--- config.mk ---
export PLATFORM = sky130hd
export DESIGN_NAME = dmem_arbiter
export DESIGN_NICKNAME = d
export VERILOG_FILES = /design/src/rtl/dmem_pkg.sv /design/src/rtl/dmem_arbiter_arb2_sel.sv /design/src/rtl/dmem_arbiter.sv
export SDC_FILE = /design/constraint.sdc
export NUM_CORES = 1
export LEC_CHECK = 0
export CORE_ASPECT_RATIO = 1.25
export CORE_UTILIZATION = 40
export CTS_BUF_LIST = sky130_fd_sc_hd__clkbuf_8
export DETAILED_ROUTE_END_ITERATION = 16
export PLACE_DENSITY = 0.82
export SLEW_MARGIN = 40
export SYNTH_ARGS = -nofsm -noshare
export SYNTH_HDL_FRONTEND = slang
export SYNTH_SLANG_ARGS = --single-unit
--- constraint.sdc ---
create_clock -name clk -period 2.4 [get_ports clk]
set_input_delay 0.48 -clock clk [delete_from_list [all_inputs] [get_ports clk]]
set_output_delay 0.48 -clock clk [all_outputs]
set_load 0.01 [all_outputs]
--- src/rtl/dmem_pkg.sv ---
// dmem_pkg: shared FSM states, funct3 codes, requester ids and alignment check for dmem_arbiter
package dmem_pkg;
  typedef enum logic [1:0] {IDLE, ISSUE, WAIT, RESP} state_t;
  typedef enum logic {REQ_CORE = 1'b0, REQ_DBG = 1'b1} req_id_t;
  localparam logic [2:0] F3_B  = 3'd0;
  localparam logic [2:0] F3_H  = 3'd1;
  localparam logic [2:0] F3_W  = 3'd2;
  localparam logic [2:0] F3_BU = 3'd4;
  localparam logic [2:0] F3_HU = 3'd5;
  function automatic logic misaligned(input logic [2:0] f3, input logic [1:0] a);
    return (f3 == F3_W && a != 2'b00) || ((f3 == F3_H || f3 == F3_HU) && a[0]);
  endfunction
endpackage

--- src/rtl/dmem_arbiter_arb2_sel.sv ---
// arb2_sel: one-hot two-way grant; round-robin on ties when DMEM_ARB_RR_EN is defined, else core priority
module arb2_sel
  import dmem_pkg::*;
(
  input  logic [1:0] valid,
  input  req_id_t    last_grant,
  output logic [1:0] grant
);
`ifdef DMEM_ARB_RR_EN
  always_comb grant = &valid ? (last_grant == REQ_DBG ? 2'b01 : 2'b10) : valid;
`else
  logic unused_last_grant;
  assign unused_last_grant = last_grant;
  always_comb grant = valid[0] ? 2'b01 : valid;
`endif
endmodule

--- src/rtl/dmem_arbiter.sv ---
// dmem_arbiter: two-requester data-memory arbiter with fixed read latency (tie policy via DMEM_ARB_RR_EN)
module dmem_arbiter
  import dmem_pkg::*;
#(
  parameter int ADDR_W = 11,
  parameter int RD_LAT = 1
) (
  input  logic              clk,
  input  logic              rst,
  input  logic              c_req_valid,
  input  logic              d_req_valid,
  output logic              c_req_ready,
  output logic              d_req_ready,
  input  logic              c_req_we,
  input  logic              d_req_we,
  input  logic [ADDR_W-1:0] c_req_addr,
  input  logic [ADDR_W-1:0] d_req_addr,
  input  logic [31:0]       c_req_wdata,
  input  logic [31:0]       d_req_wdata,
  input  logic [2:0]        c_req_funct3,
  input  logic [2:0]        d_req_funct3,
  output logic              c_rsp_valid,
  output logic              d_rsp_valid,
  output logic              c_rsp_err,
  output logic              d_rsp_err,
  output logic [31:0]       rsp_rdata,
  output logic              mem_wr,
  output logic              mem_rd,
  output logic [ADDR_W-1:0] mem_addr,
  output logic [31:0]       mem_wdata,
  output logic [2:0]        mem_funct3,
  input  logic [31:0]       mem_rdata,
  output logic              busy
);
  state_t state_q, state_d;
  req_id_t owner_q, owner_d, last_q, last_d, gid;
  logic we_q, we_d, err_q, err_d, idle, accept, issue, resp, s_we;
  logic [ADDR_W-1:0] addr_q, addr_d, s_addr;
  logic [31:0] wdata_q, wdata_d, rdata_q, rdata_d, s_wdata;
  logic [2:0] f3_q, f3_d, cnt_q, cnt_d, s_f3;
  logic [1:0] grant;
  arb2_sel u_sel (
    .valid({d_req_valid, c_req_valid}),
    .last_grant(last_q),
    .grant(grant)
  );
  always_comb begin
    idle    = state_q == IDLE && !rst;
    issue   = state_q == ISSUE && !rst;
    resp    = state_q == RESP && !rst;
    accept  = idle && |grant;
    gid     = grant[1] ? REQ_DBG : REQ_CORE;
    s_we    = grant[1] ? d_req_we : c_req_we;
    s_addr  = grant[1] ? d_req_addr : c_req_addr;
    s_wdata = grant[1] ? d_req_wdata : c_req_wdata;
    s_f3    = grant[1] ? d_req_funct3 : c_req_funct3;
  end
  always_comb begin
    state_d = state_q;
    owner_d = owner_q;
    last_d  = last_q;
    we_d    = we_q;
    err_d   = err_q;
    addr_d  = addr_q;
    wdata_d = wdata_q;
    f3_d    = f3_q;
    rdata_d = rdata_q;
    cnt_d   = cnt_q;
    case (state_q)
      IDLE: if (accept) begin
        owner_d = gid;
        last_d  = gid;
        we_d    = s_we;
        addr_d  = s_addr;
        wdata_d = s_wdata;
        f3_d    = s_f3;
        err_d   = misaligned(s_f3, s_addr[1:0]);
        rdata_d = '0;
        state_d = err_d ? RESP : ISSUE;
      end
      ISSUE: begin
        cnt_d   = 3'(RD_LAT);
        rdata_d = (!we_q && RD_LAT == 0) ? mem_rdata : rdata_q;
        state_d = (we_q || RD_LAT == 0) ? RESP : WAIT;
      end
      WAIT: begin
        cnt_d   = cnt_q - 3'd1;
        rdata_d = cnt_q == 3'd1 ? mem_rdata : rdata_q;
        state_d = cnt_q == 3'd1 ? RESP : WAIT;
      end
      default: state_d = IDLE;
    endcase
  end
  always_ff @(posedge clk) begin
    if (rst) begin
      state_q <= IDLE;
      owner_q <= REQ_CORE;
      last_q  <= REQ_DBG;
      we_q    <= 1'b0;
      err_q   <= 1'b0;
      addr_q  <= '0;
      wdata_q <= '0;
      f3_q    <= '0;
      rdata_q <= '0;
      cnt_q   <= '0;
    end else begin
      state_q <= state_d;
      owner_q <= owner_d;
      last_q  <= last_d;
      we_q    <= we_d;
      err_q   <= err_d;
      addr_q  <= addr_d;
      wdata_q <= wdata_d;
      f3_q    <= f3_d;
      rdata_q <= rdata_d;
      cnt_q   <= cnt_d;
    end
  end
  always_comb begin
    c_req_ready = idle && grant[0];
    d_req_ready = idle && grant[1];
    mem_wr      = issue && we_q;
    mem_rd      = issue && !we_q;
    mem_addr    = (issue || (state_q == WAIT && !rst)) ? addr_q : '0;
    mem_wdata   = issue ? wdata_q : '0;
    mem_funct3  = issue ? f3_q : '0;
    c_rsp_valid = resp && owner_q == REQ_CORE;
    d_rsp_valid = resp && owner_q == REQ_DBG;
    c_rsp_err   = c_rsp_valid && err_q;
    d_rsp_err   = d_rsp_valid && err_q;
    rsp_rdata   = resp ? rdata_q : '0;
    busy        = state_q != IDLE;
  end
endmodule

After elaboration in Yosys (flattened, before gate mapping)
Index checks and enable logic that the tools add are counted.
Operators by class
  $add $sub $neg: 1
  equal/unequal tests: 9
  bitwise operators: 1
  reduce and logical (&&, ||, !) cells: 28
  mux-type cells: 19
Operators by type and width (number)
  2-to-1 mux 32 bit: 5
  one-hot mux 32 bit (2 select lines): 1
  2-to-1 mux 11 bit: 2
  logical AND 1 bit: 15
  nonzero test 2 bit: 4
  == test 3 x 1 -> 1 bit, second input constant: 2
  2-to-1 mux 2 bit: 3
  2-to-1 mux 3 bit: 2
  one-hot mux 2 bit (3 select lines): 1
  one-hot mux 3 bit (2 select lines): 1
  == test 2 bit, second input constant: 2
  2-to-1 mux 1 bit: 4
  != test 2 bit, second input constant: 2
  == test 3 x 2 -> 1 bit, second input constant: 1
  == test 3 bit, second input constant: 1
  logical OR 1 bit: 3
  AND reduction 3 bit: 1
  subtractor 3 x 1 -> 3 bit, second input constant: 1
  == test 2 x 1 -> 1 bit, second input constant: 1
  zero test 1 bit: 2
  zero test 2 bit: 1
  AND reduction 2 bit: 1
  OR reduction 2 bit: 1
  inverter 1 bit: 1
Storage, ports and cells
  bits in registers: 86
  input port bits: 130

Logic depth before layout (Yosys ltp)
Gate-level depths: netlist (run 1).
  depth in word-level cells: 9
  depth in mapped cells: 9

Hierarchy
A second synthesis (run 1) with hierarchy kept.
Second synthesis, totals
  cell total of the unflattened synthesis: 521
  area, all modules: 4747.1 µm²
Modules (own cells, without submodules)
  dmem_arbiter: area an instance 4725.8 µm², cells an instance 519, seq. area each 1741.7 µm², times used 1
  arb2_sel: area an instance 21.3 µm², cells an instance 2, seq. area each 0.0 µm², times used 1

Worst setup path after synthesis (run 1)
Ideal clock, no wire load.
  kind: input-to-output
  start point: input rst
  end point: output c_rsp_err
  stages on the path: 5
  required time: 1920 ps
  buffers on the path: 2
  slack: 547 ps
  arrival: 1373 ps
  cell sequence: buf_4 nor2b_1 clkbuf_1 nand2_1 nor2_1
On the way
  cells in the longest elaborated chain, start to end: 4
RTL lines
  start, declared: line dmem_arbiter.sv:9  | input logic rst,
  zero test 1 bit: line dmem_arbiter.sv:50  | resp = state_q == RESP && !rst;
  logical AND 1 bit: line dmem_arbiter.sv:50
  logical AND 1 bit: line dmem_arbiter.sv:127  | c_rsp_valid = resp && owner_q == REQ_CORE;
  logical AND 1 bit: line dmem_arbiter.sv:129  | c_rsp_err = c_rsp_valid && err_q;
  end, declared: line dmem_arbiter.sv:24  | output logic c_rsp_err,
Every way passes these cells.

Worst setup path in the final report (run 1)
  start point: input c_req_valid
  end point: output c_req_ready
On the way
  cells in the longest elaborated chain, start to end: 2
RTL lines
  start, declared: line dmem_arbiter.sv:10  | input logic c_req_valid,
  2-to-1 mux 2 bit: line dmem_arbiter_arb2_sel.sv:14  | always_comb grant = valid[0] ? 2'b01 : valid;
  logical AND 1 bit: line dmem_arbiter.sv:120  | c_req_ready = idle && grant[0];
  end, declared: line dmem_arbiter.sv:12  | output logic c_req_ready,
Every way passes these cells.

==> results of run 1 <==
## cell families after synthesis
kind of cell	Yosys count	share of synthesized area (%)
simple gates	193	23.7
mux	48	10.6
compound gates	128	18.9
flops	86	38.0
fa+ha+maj	7	1.93
buf+inv	60	6.90
## synth_stat cells, types with 2 or more instances
master | number | area (um^2)
dfxtp_1 | 86 | 1720
o21ai_1 | 5 | 25.0
nand2_1 | 3 | 11.3
inv_1 | 8 | 30.0
buf_4 | 4 | 30.0
nor2_4 | 2 | 22.5
o21ai_0 | 30 | 150
ha_1 | 7 | 87.6
nor2_1 | 57 | 214
nand4_1 | 32 | 200
nand2b_1 | 5 | 31.3
mux2i_1 | 48 | 480
clkbuf_1 | 24 | 90.1
a211oi_1 | 39 | 293
and2_1 | 82 | 513
a21oi_1 | 36 | 180
buf_2 | 16 | 80.1
a211oi_2 | 10 | 125
nor2b_1 | 5 | 31.3
nand3_1 | 2 | 10.0
buf_6 | 7 | 78.8
## metrics by stage
step	hold slack, ns	instances	utilization (%)
finish	0.473	854	62.6
global route	0.484	854	62.6
CTS	0.473	854	62.6
detailed placement	0.462	836	61.1
global placement	0.452	836	61.1
floorplan	0.445	522	-
## sequential cells by signal (all words and copies together), names as in the netlist
name     count
owner_q      1
err_q        1
cnt_q        3
rdata_q     32
addr_q      11
f3_q         3
wdata_q     32
state_q      2
we_q         1
## how the worst min path moves through the flow
stage,from,to,slack [ns],cells past startpoint
finish,rdata_q[11],rdata_q[11],0.47,2
global route,rdata_q[11],rdata_q[11],0.48,2
CTS,rdata_q[11],rdata_q[11],0.47,2
detailed placement,rdata_q[21],rdata_q[21],0.46,2
global placement,rdata_q[16],rdata_q[16],0.45,2
floorplan,rdata_q[10],rdata_q[10],0.44,2
## per-layer routing
metal	up-vias	track usage, %	share of wire, %
met5	-	0	0
met4	0	9.83	2.6
met3	22	3.57	6.3
met2	190	39.0	50
met1	2095	25.9	41
li1	2224	-	-
## worst max-delay path: cells and delay by family
family	cells	cell delay, ns
buffers and inverters	2	1.13
AND/OR/NAND/NOR	1	0.22
## what timing repair did
item / 4_1_cts / 5_1_grt
setup endpoints to repair: 84 / 2
pin swaps: 0 / 0
resized for setup: 92 / 1
endpoints found under the hold margin: 0 / 0
cloned: 1 / 0
buffers inserted: 2 / 0
## power groups by stage
| stage | registers [mW] | logic [mW] | clock network (mW) |
|---|---|---|---|
| 2_1_floorplan | 1.78 | 1.18 | 0 |
| 3_3_place_gp | 1.81 | 1.78 | 0 |
| 3_5_place_dp | 1.82 | 1.85 | 0 |
| 4_1_cts | 1.80 | 1.85 | 1.01 |
| 5_1_grt | 1.83 | 2.04 | 1.06 |
| 6_report | 1.80 | 1.86 | 0.983 |
## final cells by class
cell class | count | area [um^2] | area share [%]
inverter | 8 | 30.0 | 0.433
sequential | 86 | 1730 | 24.9
tap | 135 | 169 | 2.43
timing repair buffer | 234 | 2290 | 33.0
clock buffer | 10 | 138 | 1.98
clock inverter | 5 | 51.3 | 0.739
multi-input combinational | 376 | 2530 | 36.5
==> run_results.csv, run 1 <==
group,metric,value,unit
critical_path,end_kind,"output port",
drt,finalWirelength,13100,um
critical_path,critPathCapture,"c_req_ready",
critical_path,critical_path.max_stage_delay,0.57,ns
clocking,cts.path.max_buffers,2,
critical_path,cp.required,1.92,ns
clocking,cts.hold.buffers_added,0,
critical_path,r2r_cells,7,
finish,syn_to_final_growth,53.0,%
drt,drc,0,
critical_path,worstSetupStartpointType,"input pin",
pwr,p_per_area,669,nW/um^2
worst_hold_path,hold_class,"register to register",
critical_path,crit_chain,"clkdlybuf4s50_1 -> and3_1 -> clkdlybuf4s50_1",
clocking,cts-buffers-inserted,9,
placed_design,dp_slack,0.00104,ns
synth,async_reset_ff_share,0,%
sta,fmax,433,MHz
placed_design,gp_congestion,0.829,
drt,drtIter0Drc,165,
sta,finClkSkew,0.00574,ns
sta,fin_crit_sh,96.2,%
finish,stdcell_area,6940,um^2
synth,synth_edf_count,0,
sta,rsz0062_at_grt,"false",
critical_path,rr_startpoint,"state_q[0]",
sta,report.final.hold_viol_count,0,
finish,final_cell_mix,"clkdlybuf4s50_1 (131), dfxtp_1 (84), dlygate4sd2_1 (84)",
clocking,cts_tree,"yes",
critical_path,crit_top_cell,"clkdlybuf4s50_1",
pwr,netSwitchingPower,1.67,mW
placed_design,post_dp_cell_area,6770,um^2
drt,wire_per_inst,15.3,um
sta,maxSlewViolCount,0,
grt,grt_pass1_wl,21000,um
clocking,clkLatencyLatePin,0.35,ns
critical_path,critPathMaxFanout,3,
run_status,status,"finished clean",
clocking,h-tree-depth,3,
critical_path,cp-startpoint,"c_req_valid",
critical_path,arrival,1.83,ns
grt,grtUsageTotal,21.9,%
floorplan,fp-row-count,43,
sta,worstMarginPinSlew,0.671,ns
finish,finalNetCount,852,
grt,first_global_vias,4447,
finish,num_antenna_cells,0,
sta,setup_viol,0,
synth,ys_seq_area_share,38.0,%
drt,ant_nets,0,
synth,synth_cells,522,
finish,drive_gt1_share,8.21,%
pwr,switching_share,36.0,%
clocking,cts_sinks,86,
grt,overflow,0,
clocking,cts.clk_slew.worst_paths,0.08,ns
floorplan,die_area,11800,um^2
pwr,p_clk_share,21.2,%
grt,grt_max_degree,73,
floorplan,coreArea,11100,um^2
drt,vias,4531,
critical_path,critPathKind,"input pin to output port",
sta,tns,0,ns
floorplan,pin_count,217,
pwr,power_frac_comb,40.1,%
synth,synth_flop_cell,"dfxtp_1",
pwr,p_int,2.97,mW
critical_path,slowest_stage,"clkdlybuf4s50_1",
grt,antenna_found_initial,0,
sta,timing.slew.headroom,55.2,%
pwr,p_total,4.64,mW
critical_path,reg2reg_to,"rdata_q[0]",
floorplan,start_util,40.9,%
finish,final_common_cell,"clkdlybuf4s50_1",
pwr,power_frac_seq,38.7,%
floorplan,dieHeight,121,um
synth,ys_types,35,
sta,fin_crit,2.31,ns
critical_path,r2r_setup_slack,0.35,ns
synth,syn-cell-area,4530,um^2
drt,via_per_inst,5.31,
pwr,vdd_drop_max,0.378,mV
synth,synth-seq-cells,86,
finish,fill_cells,948,
sta,fin_ws,0.0909,ns
drt,drtPass1Iterations,4,
placed_design,dp_hpwl,9420,um
synth,yosysWarnings,0,
synth,avgSynthCellArea,8.68,um^2
pwr,power.leakage,3.12,nW
synth,syn_nets,659,
placed_design,io_buffers,216,
clocking,cts_root_buf,"clkbuf_8",
job,cap_violations,0,
floorplan,dieWidth,97.2,um
No activity file was read; power rests on OpenSTA's default activity.
==> run 2, diff against run 1 <==
- CTS_CLUSTER_DIAMETER: not set -> 30
==> results of run 2 <==
Same layout as run 1: the final DEF is identical, and so are final timing and power.
==> run 3, diff against run 2 <==
- CORE_UTILIZATION: 40 -> 46
- PLACE_DENSITY: 0.82 -> 0.92
==> run_results.csv, run 3 (synthesis gave the netlist of run 1 again) <==
group,metric,value,unit
finish,final_common_cell,"clkdlybuf4s50_1",
pwr,vdd_drop_max,0.450,mV
floorplan,fp-row-count,40,
worst_hold_path,min_from,"rst",
critical_path,r2r_cells,7,
critical_path,critPathMaxFanout,11,
finish,largestRegisters,"rdata_q (32), wdata_q (32), addr_q (11)",
worst_hold_path,holdPathStages,2,
finish,ff_latch_area,1730,um^2
floorplan,dieHeight,113,um
finish,fill_cells,683,
critical_path,cp.required,1.92,ns
pwr,p_per_area,694,nW/um^2
critical_path,r2r_setup_slack,0.47,ns
critical_path,rr_startpoint,"state_q[1]",
critical_path,end_kind,"output port",
clocking,cts_sinks,86,
placed_design,gp_congestion,0.811,
sta,setup_viol,3,
clocking,cts-buffers-inserted,9,
drt,via_per_inst,5.49,
clocking,clkLatencyLatePin,0.35,ns
pwr,power.leakage,3.36,nW
critical_path,worstSetupStartpointType,"register",
finish,syn_to_final_growth,56.3,%
run_status,status,"finished with violations",
finish,num_antenna_cells,0,
placed_design,placed_cells,830,
grt,grt_max_degree,60,
drt,wire_per_inst,16.7,um
grt,overflow,0,
sta,worstMarginPinSlew,0.724,ns
clocking,cts.hold.buffers_added,0,
critical_path,arrival,2.02,ns
run_status,violations,"setup timing",
placed_design,io_buffers,216,
drt,drtPass1Iterations,4,
clocking,h-tree-depth,3,
grt,first_global_vias,4679,
finish,final_cell_mix,"clkdlybuf4s50_1 (132), dfxtp_1 (84), and2_1 (82)",
floorplan,die_area,10300,um^2
finish,drive_gt1_share,8.98,%
drt,drc,0,
clocking,cts_root_buf,"clkbuf_8",
sta,maxSlewViolCount,0,
sta,finClkSkew,0.0103,ns
grt,grt_pass1_wl,22400,um
floorplan,start_util,47.2,%
critical_path,critPathKind,"register to output port",
placed_design,dp_hpwl,10300,um
floorplan,dieWidth,90.8,um
critical_path,reg2reg_to,"addr_q[8]",
sta,fin_crit_sh,104,%
job,cap_violations,0,
floorplan,coreArea,9610,um^2
sta,fin_crit,2.50,ns
placed_design,dp_slack,0.0142,ns
drt,vias,4667,
worst_hold_path,whs_endpoint,"state_q[0]",
clocking,cts_tree,"yes",
finish,fin_cells,850,
finish,multi_input_area,2540,um^2
clocking,cts.path.max_buffers,2,
sta,timing.slew.headroom,51.6,%
grt,antenna_found_initial,0,
grt,grtUsageTotal,27.3,%
worst_hold_path,hold_class,"input pin to register",
clocking,cts.clk_slew.worst_paths,0.08,ns
sta,report.final.hold_viol_count,0,
sta,fmax,399,MHz
drt,drtIter0Drc,140,
sta,fin_ws,-0.104,ns
sta,rsz0062_at_grt,"true",
drt,ant_nets,0,
drt,finalWirelength,14200,um
critical_path,cp-startpoint,"state_q[1]",
finish,finalNetCount,856,
floorplan,pin_count,217,
[run 3: final cells by class]
cell class | instances | area share (%)
tap | 126 | 2.22
inverter | 8 | 0.424
clock inverter | 7 | 1.62
clock buffer | 9 | 1.75
sequential | 86 | 24.4
timing repair buffer | 238 | 33.7
multi-input combinational | 376 | 35.9
[run 3: metal layers]
layer	up-vias	GRT usage (%)	routed length (um)
met5	-	0	0
met4	0	16.2	696
met3	61	7.06	1060
met2	237	48.6	7030
met1	2141	29.1	5420
li1	2228	-	-
[run 3: power by group]
| group | internal, mW | total, mW | leakage [nW] | switching, mW |
|---|---|---|---|---|
| Combinational | 0.808 | 1.90 | 2.53 | 1.09 |
| Sequential | 1.67 | 1.82 | 0.704 | 0.147 |
| Clock | 0.688 | 1.20 | 0.126 | 0.512 |
| Total | 3.17 | 4.91 | 3.36 | 1.75 |
[run 3: worst max path at each step]
stage | end | cells past startpoint
finish | mem_addr[8] | 7
global route | mem_addr[8] | 7
CTS | mem_addr[3] | 7
detailed placement | d_req_ready | 4
global placement | d_req_ready | 4
floorplan | c_rsp_err | 5
[run 3: per-stage QoR]
step / area [um^2] / power, mW / hold WS (ns) / utilization (%) / TNS, ns
3_5_place_dp: 6760 / 3.67 / 0.460 / 70.3 / 0
2_1_floorplan: 4530 / 2.96 / 0.445 / - / 0
4_1_cts: 6990 / 4.88 / 0.391 / 72.8 / -2.77
3_3_place_gp: 6750 / 3.54 / 0.452 / 70.2 / 0
6_report: 7090 / 4.91 / 0.412 / 73.7 / -0.249
5_1_grt: 7090 / 5.19 / 0.417 / 73.7 / -0.510
[run 3: critical path, stage by stage (launching register included)]
cell and delay (ns):
dfxtp_4 0.38, inv_1 0.11, ha_2 0.22, nor2_1 0.05
nor2_1 0.08, buf_4 0.17, and2_1 0.13, clkdlybuf4s50_1 0.53
[run 3: repair_timing]
item | CTS | global route
gates cloned | 1 | 0
gates resized for setup | 77 | 38
buffers inserted | 1 | 2
endpoints found under the setup margin | 87 | 34
